$ cat src/rtl/fix_tx_scheduler_pkg.sv
// Shared constants, state encoding and index helper for the FIX transmit scheduler
// and the receive-side dispatcher that reuses the round-robin picker.
package fix_pkg;

    localparam int NUM_HOSTS     = 4;
    localparam int HOST_W        = $clog2(NUM_HOSTS);
    localparam int DATA_W        = 8;
    localparam int MAX_MSG_BYTES = 1024;
    localparam int CNT_W         = 11;

    typedef enum logic {
        IDLE,
        BUSY
    } sched_state_t;

    // Host index reached by stepping 'offset' places from 'base', wrapping.
    function automatic logic [HOST_W-1:0] wrapIdx(input int base, input int offset);
        return HOST_W'((base + offset) % NUM_HOSTS);
    endfunction

endpackage

$ cat src/rtl/fix_tx_scheduler_if.sv
// Bundle of TOE session events, per-host source streams and the shared FIFO port.
interface fix_tx_if;
    import fix_pkg::*;

    logic                        connected_i;
    logic [HOST_W-1:0]           connected_host_addr_i;
    logic                        disconnect_i;
    logic [HOST_W-1:0]           disconnect_host_num_i;
    logic [NUM_HOSTS-1:0]        src_valid_i;
    logic [NUM_HOSTS-1:0]        src_last_i;
    logic [NUM_HOSTS*DATA_W-1:0] src_data_i;
    logic [NUM_HOSTS-1:0]        src_ready_o;
    logic                        fifo_full_i;
    logic                        send_message_valid_o;
    logic [DATA_W-1:0]           message_o;
    logic                        message_last_o;
    logic [HOST_W-1:0]           tx_host_o;
    logic [NUM_HOSTS-1:0]        host_up_o;
    logic                        abort_o;

    modport slave (
        input  connected_i, connected_host_addr_i, disconnect_i, disconnect_host_num_i,
        input  src_valid_i, src_last_i, src_data_i, fifo_full_i,
        output src_ready_o, send_message_valid_o, message_o, message_last_o,
        output tx_host_o, host_up_o, abort_o
    );

    modport master (
        output connected_i, connected_host_addr_i, disconnect_i, disconnect_host_num_i,
        output src_valid_i, src_last_i, src_data_i, fifo_full_i,
        input  src_ready_o, send_message_valid_o, message_o, message_last_o,
        input  tx_host_o, host_up_o, abort_o
    );

endinterface

$ cat src/rtl/fix_tx_scheduler_rr_picker.sv
// Combinational round-robin picker: first eligible index at or after the pointer, wrapping.
module fix_rr_picker
    import fix_pkg::*;
(
    input  logic [NUM_HOSTS-1:0] i_eligible,
    input  logic [HOST_W-1:0]    i_rrPtr,
    output logic                 o_found,
    output logic [HOST_W-1:0]    o_idx
);

    // Scan from the farthest offset down so the nearest eligible index wins.
    always_comb begin
        o_found = 1'b0;
        o_idx   = '0;
        for (int k = NUM_HOSTS - 1; k >= 0; k--) begin
            if (i_eligible[wrapIdx(int'(i_rrPtr), k)]) begin
                o_found = 1'b1;
                o_idx   = wrapIdx(int'(i_rrPtr), k);
            end
        end
    end

endmodule

$ cat src/rtl/fix_tx_scheduler.sv
// Shares the TOE transmit FIFO between per-host session sources with message-granular
// round-robin, tracking live sessions and truncating messages on disconnect or runaway length.
module fix_tx_scheduler
    import fix_pkg::*;
(
    input  logic     clk,
    input  logic     rst,
    fix_tx_if.slave  bus
);

    localparam logic [CNT_W-1:0] CNT_LAST = CNT_W'(MAX_MSG_BYTES - 1);
    localparam logic [CNT_W-1:0] CNT_SAT  = '1;

    sched_state_t         r_state;
    logic [NUM_HOSTS-1:0] r_hostUp;
    logic [HOST_W-1:0]    r_rrPtr;
    logic [HOST_W-1:0]    r_grant;
    logic [CNT_W-1:0]     r_byteCnt;
    logic                 r_valid;
    logic [DATA_W-1:0]    r_data;
    logic                 r_last;
    logic [HOST_W-1:0]    r_txHost;
    logic                 r_abort;

    logic [NUM_HOSTS-1:0] w_eligible;
    logic [NUM_HOSTS-1:0] w_ready;
    logic [NUM_HOSTS-1:0] w_hostUpNext;
    logic                 w_found;
    logic [HOST_W-1:0]    w_pickIdx;
    logic                 w_xfer;
    logic                 w_srcLast;
    logic [DATA_W-1:0]    w_srcByte;
    logic                 w_watchdog;
    logic                 w_hostLost;

    assign w_eligible = bus.src_valid_i & r_hostUp;

    fix_rr_picker u_picker (
        .i_eligible (w_eligible),
        .i_rrPtr    (r_rrPtr),
        .o_found    (w_found),
        .o_idx      (w_pickIdx)
    );

    always_comb begin
        w_ready = '0;
        if (r_state == BUSY && !bus.fifo_full_i && r_hostUp[r_grant]) begin
            w_ready[r_grant] = 1'b1;
        end
    end

    assign w_xfer     = bus.src_valid_i[r_grant] & w_ready[r_grant];
    assign w_srcLast  = bus.src_last_i[r_grant];
    assign w_srcByte  = bus.src_data_i[r_grant*DATA_W +: DATA_W];
    assign w_watchdog = w_xfer && !w_srcLast && (r_byteCnt == CNT_LAST);
    assign w_hostLost = (r_state == BUSY) && !r_hostUp[r_grant];

    // Disconnect is applied after connect so it wins when both hit the same host.
    always_comb begin
        w_hostUpNext = r_hostUp;
        if (bus.connected_i) begin
            w_hostUpNext[bus.connected_host_addr_i] = 1'b1;
        end
        if (bus.disconnect_i) begin
            w_hostUpNext[bus.disconnect_host_num_i] = 1'b0;
        end
    end

    always_ff @(posedge clk) begin
        if (rst) begin
            r_state   <= IDLE;
            r_hostUp  <= '0;
            r_rrPtr   <= '0;
            r_grant   <= '0;
            r_byteCnt <= '0;
            r_valid   <= 1'b0;
            r_data    <= '0;
            r_last    <= 1'b0;
            r_txHost  <= '0;
            r_abort   <= 1'b0;
        end else begin
            r_hostUp <= w_hostUpNext;
            r_valid  <= w_xfer;
            r_data   <= w_xfer ? w_srcByte : '0;
            r_last   <= w_xfer && (w_srcLast || w_watchdog);
            r_txHost <= w_xfer ? r_grant : '0;
            r_abort  <= w_hostLost || w_watchdog;
            case (r_state)
                IDLE: begin
                    if (w_found) begin
                        r_grant   <= w_pickIdx;
                        r_byteCnt <= '0;
                        r_state   <= BUSY;
                    end
                end
                BUSY: begin
                    if (w_hostLost) begin
                        r_state <= IDLE;
                        r_rrPtr <= wrapIdx(int'(r_grant), 1);
                    end else if (w_xfer) begin
                        if (r_byteCnt != CNT_SAT) begin
                            r_byteCnt <= r_byteCnt + 1'b1;
                        end
                        if (w_srcLast || w_watchdog) begin
                            r_state <= IDLE;
                            r_rrPtr <= wrapIdx(int'(r_grant), 1);
                        end
                    end
                end
                default: r_state <= IDLE;
            endcase
        end
    end

    assign bus.src_ready_o          = w_ready;
    assign bus.send_message_valid_o = r_valid;
    assign bus.message_o            = r_data;
    assign bus.message_last_o       = r_last;
    assign bus.tx_host_o            = r_txHost;
    assign bus.host_up_o            = r_hostUp;
    assign bus.abort_o              = r_abort;

endmodule

$ cat src/flat_wrapper.sv
// flat-port wrapper written by rule: the top's interface ports become plain ports
module fix_tx_scheduler_flat import fix_pkg::*;
  (clk, rst, bus_connected_i, bus_connected_host_addr_i, bus_disconnect_i, bus_disconnect_host_num_i, bus_src_valid_i, bus_src_last_i, bus_src_data_i, bus_fifo_full_i, bus_src_ready_o, bus_send_message_valid_o, bus_message_o, bus_message_last_o, bus_tx_host_o, bus_host_up_o, bus_abort_o);
  fix_tx_if bus_i ();
  input  logic clk;
  input  logic rst;
  input wire logic [$bits(bus_i.connected_i)-1:0] bus_connected_i;
  input wire logic [$bits(bus_i.connected_host_addr_i)-1:0] bus_connected_host_addr_i;
  input wire logic [$bits(bus_i.disconnect_i)-1:0] bus_disconnect_i;
  input wire logic [$bits(bus_i.disconnect_host_num_i)-1:0] bus_disconnect_host_num_i;
  input wire logic [$bits(bus_i.src_valid_i)-1:0] bus_src_valid_i;
  input wire logic [$bits(bus_i.src_last_i)-1:0] bus_src_last_i;
  input wire logic [$bits(bus_i.src_data_i)-1:0] bus_src_data_i;
  input wire logic [$bits(bus_i.fifo_full_i)-1:0] bus_fifo_full_i;
  output wire logic [$bits(bus_i.src_ready_o)-1:0] bus_src_ready_o;
  output wire logic [$bits(bus_i.send_message_valid_o)-1:0] bus_send_message_valid_o;
  output wire logic [$bits(bus_i.message_o)-1:0] bus_message_o;
  output wire logic [$bits(bus_i.message_last_o)-1:0] bus_message_last_o;
  output wire logic [$bits(bus_i.tx_host_o)-1:0] bus_tx_host_o;
  output wire logic [$bits(bus_i.host_up_o)-1:0] bus_host_up_o;
  output wire logic [$bits(bus_i.abort_o)-1:0] bus_abort_o;
  assign bus_i.connected_i = bus_connected_i;
  assign bus_i.connected_host_addr_i = bus_connected_host_addr_i;
  assign bus_i.disconnect_i = bus_disconnect_i;
  assign bus_i.disconnect_host_num_i = bus_disconnect_host_num_i;
  assign bus_i.src_valid_i = bus_src_valid_i;
  assign bus_i.src_last_i = bus_src_last_i;
  assign bus_i.src_data_i = bus_src_data_i;
  assign bus_i.fifo_full_i = bus_fifo_full_i;
  assign bus_src_ready_o = bus_i.src_ready_o;
  assign bus_send_message_valid_o = bus_i.send_message_valid_o;
  assign bus_message_o = bus_i.message_o;
  assign bus_message_last_o = bus_i.message_last_o;
  assign bus_tx_host_o = bus_i.tx_host_o;
  assign bus_host_up_o = bus_i.host_up_o;
  assign bus_abort_o = bus_i.abort_o;
  fix_tx_scheduler u_core (.clk(clk), .rst(rst), .bus(bus_i));
endmodule
$ cat config.mk
export PLATFORM = sky130hd
export DESIGN_NAME = fix_tx_scheduler_flat
export DESIGN_NICKNAME = d
export VERILOG_FILES = /design/src/rtl/fix_tx_scheduler_pkg.sv /design/src/rtl/fix_tx_scheduler_if.sv /design/src/rtl/fix_tx_scheduler_rr_picker.sv /design/src/rtl/fix_tx_scheduler.sv /design/src/flat_wrapper.sv
export SDC_FILE = /design/constraint.sdc
export NUM_CORES = 1
export LEC_CHECK = 0
export CORE_MARGIN = 4
export CORE_UTILIZATION = 40
export DETAILED_ROUTE_END_ITERATION = 7
export PLACE_DENSITY = 0.75
export SETUP_SLACK_MARGIN = 0.4
export SYNTH_ARGS = -nofsm -noshare
export SYNTH_HDL_FRONTEND = slang
export SYNTH_SLANG_ARGS = --single-unit
$ cat constraint.sdc
create_clock -name clk -period 4.6 [get_ports clk]
set_clock_uncertainty 0.05 [all_clocks]
set_input_delay 0.92 -clock clk [delete_from_list [all_inputs] [get_ports clk]]
set_output_delay 0.92 -clock clk [all_outputs]
set_load 0.02 [all_outputs]
==> impl_metrics.toml, run 1 <==
[clock_tree]
insertion_delay_ns = 0.29
cts_setup_buffers = 0
cts_hold_buffers = 0
root_buffer = "clkbuf_8"
cts.repair.resized = 0
htree_levels = 2
cts_buffers = 5
clkTransAtPathRegs_ns = 0.07
cts_tree = "built"
cts_max_path_buffers = 2
cts_sinks = 33

[power]
powerDensity_nw_per_um2 = 240
ir_worst_vdd_v = 0.000140
p_leak_nw = 0.962

[floorplanning]
dieArea_um2 = 5570
die_y_um = 74.6
start_util_pct = 42.9
die-width_um = 74.6
core_area_um2 = 4140
num_rows = 23
io_pins = 70

[timing]
min_period_ns = 3.57
slew_viol_final = 0
rsz0062_at_grt = "no"
relSlewSlack_pct = 48.0
hold_viol_final = 0
worst_slew_pin_slew_ns = 0.777
min_period_over_period_pct = 77.7
fmax_mhz = 280
finalWorstSetupSlack_ns = 1.03
finalSetupTns_ns = 0
setup_viol = 0

[place]
portBuffers = 69
dpl_worst_slack_ns = 1.00
place_congestion = 0.894
hpwl_um = 3730

[cells_and_area]
multi_input_area_um2 = 1050
area_growth_pct = 46.3
diodes = 0
finalNetCount = 310
drive_gt1_share_pct = 8.95
regArea_um2 = 661
fillers = 392

[critical_path]
reg2reg_from = "u_core.r_grant[0]"
worstReg2RegEnd = "u_core.r_byteCnt[7]"
reg2regPathDepth = 8
cp.required_ns = 3.63
arrival_ns = 2.60
worstSetupEndpointType = "output pin"
crit_fanout = 4
criticalPathCategory = "input port to output pin"
rrSetupSlack_ns = 2.10
critPathLaunchType = "input port"

[yosys]
netlist.area_leader.share_pct = 37.2
synth.area.top_cells = "dfxtp_1, mux4_2, nand2_1, mux2i_1, ha_1"
yosysSeqAreaShare_pct = 37.2
avgSynthCellArea_um2 = 9.55
yosys_warnings = 0
syn_inst = 186
syn_area_um2 = 1780
syn_nets = 240
synth_cell_types = 42
ys_seq_elements = 33
synth_area_leader_cell = "dfxtp_1"

[drt]
drtAntennaViolNets = 0
vias_per_cell = 5.50
wire_per_inst_um = 16.0
drtIter0Drc = 84
routed-via-count = 1690
wl_um = 4910
drc_errors = 0
drt-pass1-iter-count = 4

[global_routing]
antenna_found_initial = 0
track_usage_pct = 18.2
grt_max_degree = 23
gr-total-overflow = 0
grt_pass1_vias = 1543
grt_pass1_wl_um = 7590

[outcome]
status = "complete, no violations"

[hold_path]
worstHoldStart = "u_core.r_byteCnt[7]"
hold_end = "u_core.r_byteCnt[7]"
whs_path_depth = 2
hold_class = "register to register"

[flow_run]
drv_cap = 0
[worst max-delay path, stage by stage]
cell,delay (ns)
clkdlybuf4s50_1,0.45
nor3b_1,0.44
and2_1,0.20
clkdlybuf4s50_1,0.60
[final cells by class]
type	instances	share of cell area, %
well taps	50	2.41
inverters	8	1.15
flip-flops and latches	33	25.4
multi-input cells	136	40.4
repair buffers	72	27.4
clock buffers	6	2.79
clock inverters	2	0.385
[cells in the final DEF (no fill, tap or decap), types with 2 or more instances in the layout]
cell	n
a21oi_1	8
a311oi_1	2
a31oi_1	6
and2_1	6
and3_1	3
and4_1	2
buf_4	3
clkbuf_8	5
clkdlybuf4s50_1	69
clkinv_2	2
dfxtp_1	33
ha_1	5
inv_1	7
mux2i_1	7
mux4_2	11
nand2_1	20
nand3_1	5
nand4_1	6
nand4b_1	2
nor2_1	10
nor2b_1	9
nor3_1	3
nor3b_1	2
o21ai_0	2
o221ai_1	2
o311ai_0	2
or3_1	8
[cells in the mapped netlist]
master / count
o41ai_1: 1
or4_1: 1
and4_1: 2
o21ai_1: 1
buf_1: 2
buf_2: 1
nand3_1: 5
a211o_1: 1
o21a_1: 1
mux2i_1: 7
o21ai_0: 2
nand3b_1: 1
nand4bb_1: 1
and2_1: 6
clkbuf_1: 6
nor3_1: 3
nand2_1: 20
inv_1: 7
a311oi_1: 2
o311ai_0: 2
a22oi_1: 1
o221ai_1: 2
a31oi_1: 6
a311o_1: 1
mux4_2: 11
o41ai_2: 1
nand4b_1: 2
nor3b_1: 2
ha_1: 5
or3_1: 8
o31ai_1: 1
nand2b_1: 1
a21boi_1: 1
nor2b_1: 9
dfxtp_1: 33
a21oi_1: 8
a41oi_1: 1
a211oi_1: 1
nor2_1: 10
inv_2: 1
and3_1: 3
nand4_1: 6
[logic make-up (layout without fill, tap and decap cells)]
logic type	count (synthesis)	in the layout	synth area share, %
AOI/OAI and AO/OA	33	33	13.2
muxes	18	18	17.9
buffers and inverters	17	88	3.66
DFF	33	33	37.2
adders and majority gates	5	5	3.52
and+or+nand+nor	80	80	24.5
[per-layer routing]
metal  part of all wire (%)  track usage [%]
met5                      0                0
met1                     43             24.4
met2                     50             28.1
met3                    4.4             3.20
met4                    2.2             9.49
[registers in the layout (all words and copies together), names as in the netlist]
| name | cells |
|---|---|
| u_core.bus.abort_o | 1 |
| u_core.bus.host_up_o | 4 |
| u_core.bus.message_last_o | 1 |
| u_core.bus.message_o | 8 |
| u_core.bus.send_message_valid_o | 1 |
| u_core.bus.tx_host_o | 2 |
| u_core.r_byteCnt | 11 |
| u_core.r_grant | 2 |
| u_core.r_rrPtr | 2 |
| u_core.r_state | 1 |
[worst max-delay path by stage]
stage	cells past startpoint	start	end
after floorplan	5	bus_src_valid_i[0]	u_core.r_byteCnt[7]
after global placement	4	bus_fifo_full_i	bus_src_ready_o[1]
after detailed placement	4	bus_fifo_full_i	bus_src_ready_o[2]
after CTS	4	bus_fifo_full_i	bus_src_ready_o[2]
after global routing	4	bus_fifo_full_i	bus_src_ready_o[2]
final	4	bus_fifo_full_i	bus_src_ready_o[0]
[stage by stage]
step	hold slack, ns	power [mW]	area, um2	std cells	utilization (%)
after floorplan	0.397	0.354	1780	186	-
after detailed placement	0.426	0.414	2520	299	60.7
after CTS	0.436	0.627	2600	307	62.7
after global routing	0.467	0.651	2600	307	62.7
after global placement	0.412	0.413	2520	299	60.7
final	0.433	0.623	2600	307	62.7
[power breakdown]
part / switching (mW) / internal (mW) / total (mW)
Sequential: 0.00577 / 0.290 / 0.295
Clock: 0.109 / 0.105 / 0.214
Combinational: 0.0454 / 0.0676 / 0.113
Note: power is estimated with default switching activity, not from simulation.
==> run 2: changes to the inputs <==
--- a/config.mk
+++ b/config.mk
@@ -6,9 +6,9 @@
 export NUM_CORES = 1
 export LEC_CHECK = 0
 export CORE_MARGIN = 4
-export CORE_UTILIZATION = 40
+export CORE_UTILIZATION = 39
 export DETAILED_ROUTE_END_ITERATION = 7
-export PLACE_DENSITY = 0.75
+export PLACE_DENSITY = 0.76
 export SETUP_SLACK_MARGIN = 0.4
 export SYNTH_ARGS = -nofsm -noshare
 export SYNTH_HDL_FRONTEND = slang
==> constraint.sdc (replaced) <==
create_clock -name clk -period 3.1 [get_ports clk]
set_clock_uncertainty 0.05 [all_clocks]
set_input_delay 0.62 -clock clk [delete_from_list [all_inputs] [get_ports clk]]
set_output_delay 0.62 -clock clk [all_outputs]
set_load 0.02 [all_outputs]
==> impl_metrics.toml, run 2 (same netlist as run 1, synthesis figures left out) <==
[global_routing]
grt_pass1_vias = 1602
grt_pass1_wl_um = 7150
grt_max_degree = 14
gr-total-overflow = 0
track_usage_pct = 16.3
antenna_found_initial = 0

[place]
hpwl_um = 3580
dpl_worst_slack_ns = 0.178
place_area_um2 = 2530
place_congestion = 0.829
portBuffers = 69

[timing]
timing.hold.ws_ns = 0.436
worst_slew_pin_slew_ns = 0.535
slew_viol_final = 0
fmax_mhz = 389
rsz0062_at_grt = "no"
setup_viol = 0
finalWorstSetupSlack_ns = 0.531
finalSetupTns_ns = 0
min_period_over_period_pct = 82.9
min_period_ns = 2.57
hold_viol_final = 0
relSlewSlack_pct = 64.2

[critical_path]
crit_path_top_delay_cell = "mux4_2"
reg2reg_from = "u_core.r_grant[1]"
worstSetupEndpointType = "output pin"
cpPeakStageDelay_ns = 0.55
arrival_ns = 1.90
cp.required_ns = 2.43
critPathLaunchType = "register"
crit_chain = "mux4_2 -> nor3b_2 -> and2_1 -> dlygate4sd2_1"
reg2regPathDepth = 8
worstReg2RegEnd = "u_core.r_byteCnt[7]"
crit_fanout = 5
criticalPathCategory = "register to output pin"
rrSetupSlack_ns = 0.68

[cells_and_area]
finalNetCount = 311
area_growth_pct = 47.0
fin_area_um2 = 2610
regArea_um2 = 662
diodes = 0
drive_gt1_share_pct = 10.1
fillers = 390
largest_register_ffs = 11
final_cell_mix = "clkdlybuf4s50_1, dfxtp_1, nand2_1"
multi_input_area_um2 = 1060
top_register = "u_core.r_byteCnt"
layout_commonest_cell = "clkdlybuf4s50_1"

[hold_path]
worstHoldStart = "u_core.r_byteCnt[7]"
whs_path_depth = 2
hold_class = "register to register"
hold_end = "u_core.r_byteCnt[7]"

[power]
fin_total_pwr_mw = 0.914
clkPwrFrac_pct = 33.6
switching_share_pct = 24.9
p_leak_nw = 0.987
p_comb_share_pct = 18.4
ir_worst_vdd_v = 0.000162
seq_power_share_pct = 48.0
powerDensity_nw_per_um2 = 350
internal-power_mw = 0.687
p_sw_mw = 0.227

[drt]
routed-via-count = 1670
drt-pass1-iter-count = 4
wl_um = 4660
drtIter0Drc = 89
drtAntennaViolNets = 0
wire_per_inst_um = 15.0
vias_per_cell = 5.39
drc_errors = 0

[floorplanning]
core_area_um2 = 4380
start_util_pct = 40.5
num_rows = 24
dieArea_um2 = 5700
die_y_um = 75.5
io_pins = 70
die-width_um = 75.5

[clock_tree]
cts_max_path_buffers = 2
cts.repair.resized = 6
insertion_delay_ns = 0.28
clkTransAtPathRegs_ns = 0.07
cts_hold_buffers = 0
cts_setup_buffers = 0
cts_tree = "built"
root_buffer = "clkbuf_8"
htree_levels = 2
cts_sinks = 33
cts_buffers = 5

[outcome]
status = "complete, no violations"

[flow_run]
drv_cap = 0
==> run 2: critical path: cells and delay by family, from the launching register on <==
kind / cells / cell delay (ns)
buffers and inverters: 1 / 0.32
flip-flops: 1 / 0.39
multiplexers: 1 / 0.55
AND/OR/NAND/NOR: 2 / 0.35
==> run 2: worst max path at each step <==
stage / from / end / slack [ns] / cells past startpoint
floorplan: u_core.r_grant[0] / u_core.r_byteCnt[7] / 0.94 / 7
global placement: bus_fifo_full_i / bus_src_ready_o[3] / 0.21 / 4
detailed placement: bus_fifo_full_i / bus_src_ready_o[3] / 0.18 / 4
CTS: u_core.r_grant[0] / bus_src_ready_o[3] / 0.51 / 4
global route: u_core.r_grant[0] / bus_src_ready_o[2] / 0.45 / 4
finish: u_core.r_grant[0] / bus_src_ready_o[3] / 0.53 / 4
==> run 2: power groups by stage <==
| stage | combinational [mW] | sequential [mW] | clock (mW) |
|---|---|---|---|
| 2_1_floorplan | 0.0766 | 0.448 | 0 |
| 3_3_place_gp | 0.164 | 0.448 | 0 |
| 3_5_place_dp | 0.167 | 0.448 | 0 |
| 4_1_cts | 0.168 | 0.439 | 0.314 |
| 5_1_grt | 0.180 | 0.440 | 0.334 |
| 6_report | 0.168 | 0.439 | 0.307 |
==> run 2: metrics by stage <==
step,utilization [%],cells
after floorplan,-,186
after global placement,57.6,302
after detailed placement,57.6,302
after CTS,59.6,310
after global routing,59.6,310
final,59.6,310
==> run 2: metal layers <==
| metal | part of all wire [%] | vias to the layer above | wire, um | track usage, % |
|---|---|---|---|---|
| li1 | - | 840 | - | - |
| met1 | 45 | 775 | 2110 | 21.8 |
| met2 | 50 | 48 | 2310 | 24.7 |
| met3 | 3.7 | 7 | 172 | 3.56 |
| met4 | 1.3 | 0 | 60 | 7.96 |
| met5 | 0 | - | 0 | 0 |
==> run 2: area by class of cell <==
class                      count  share of cell area (%)
clock buffer                   6                    2.78
clock inverter                 2                   0.383
sequential                    33                    25.3
multi-input combinational    136                    40.4
inverter                       8                    1.15
timing repair buffer          73                    27.4
tap                           52                    2.49
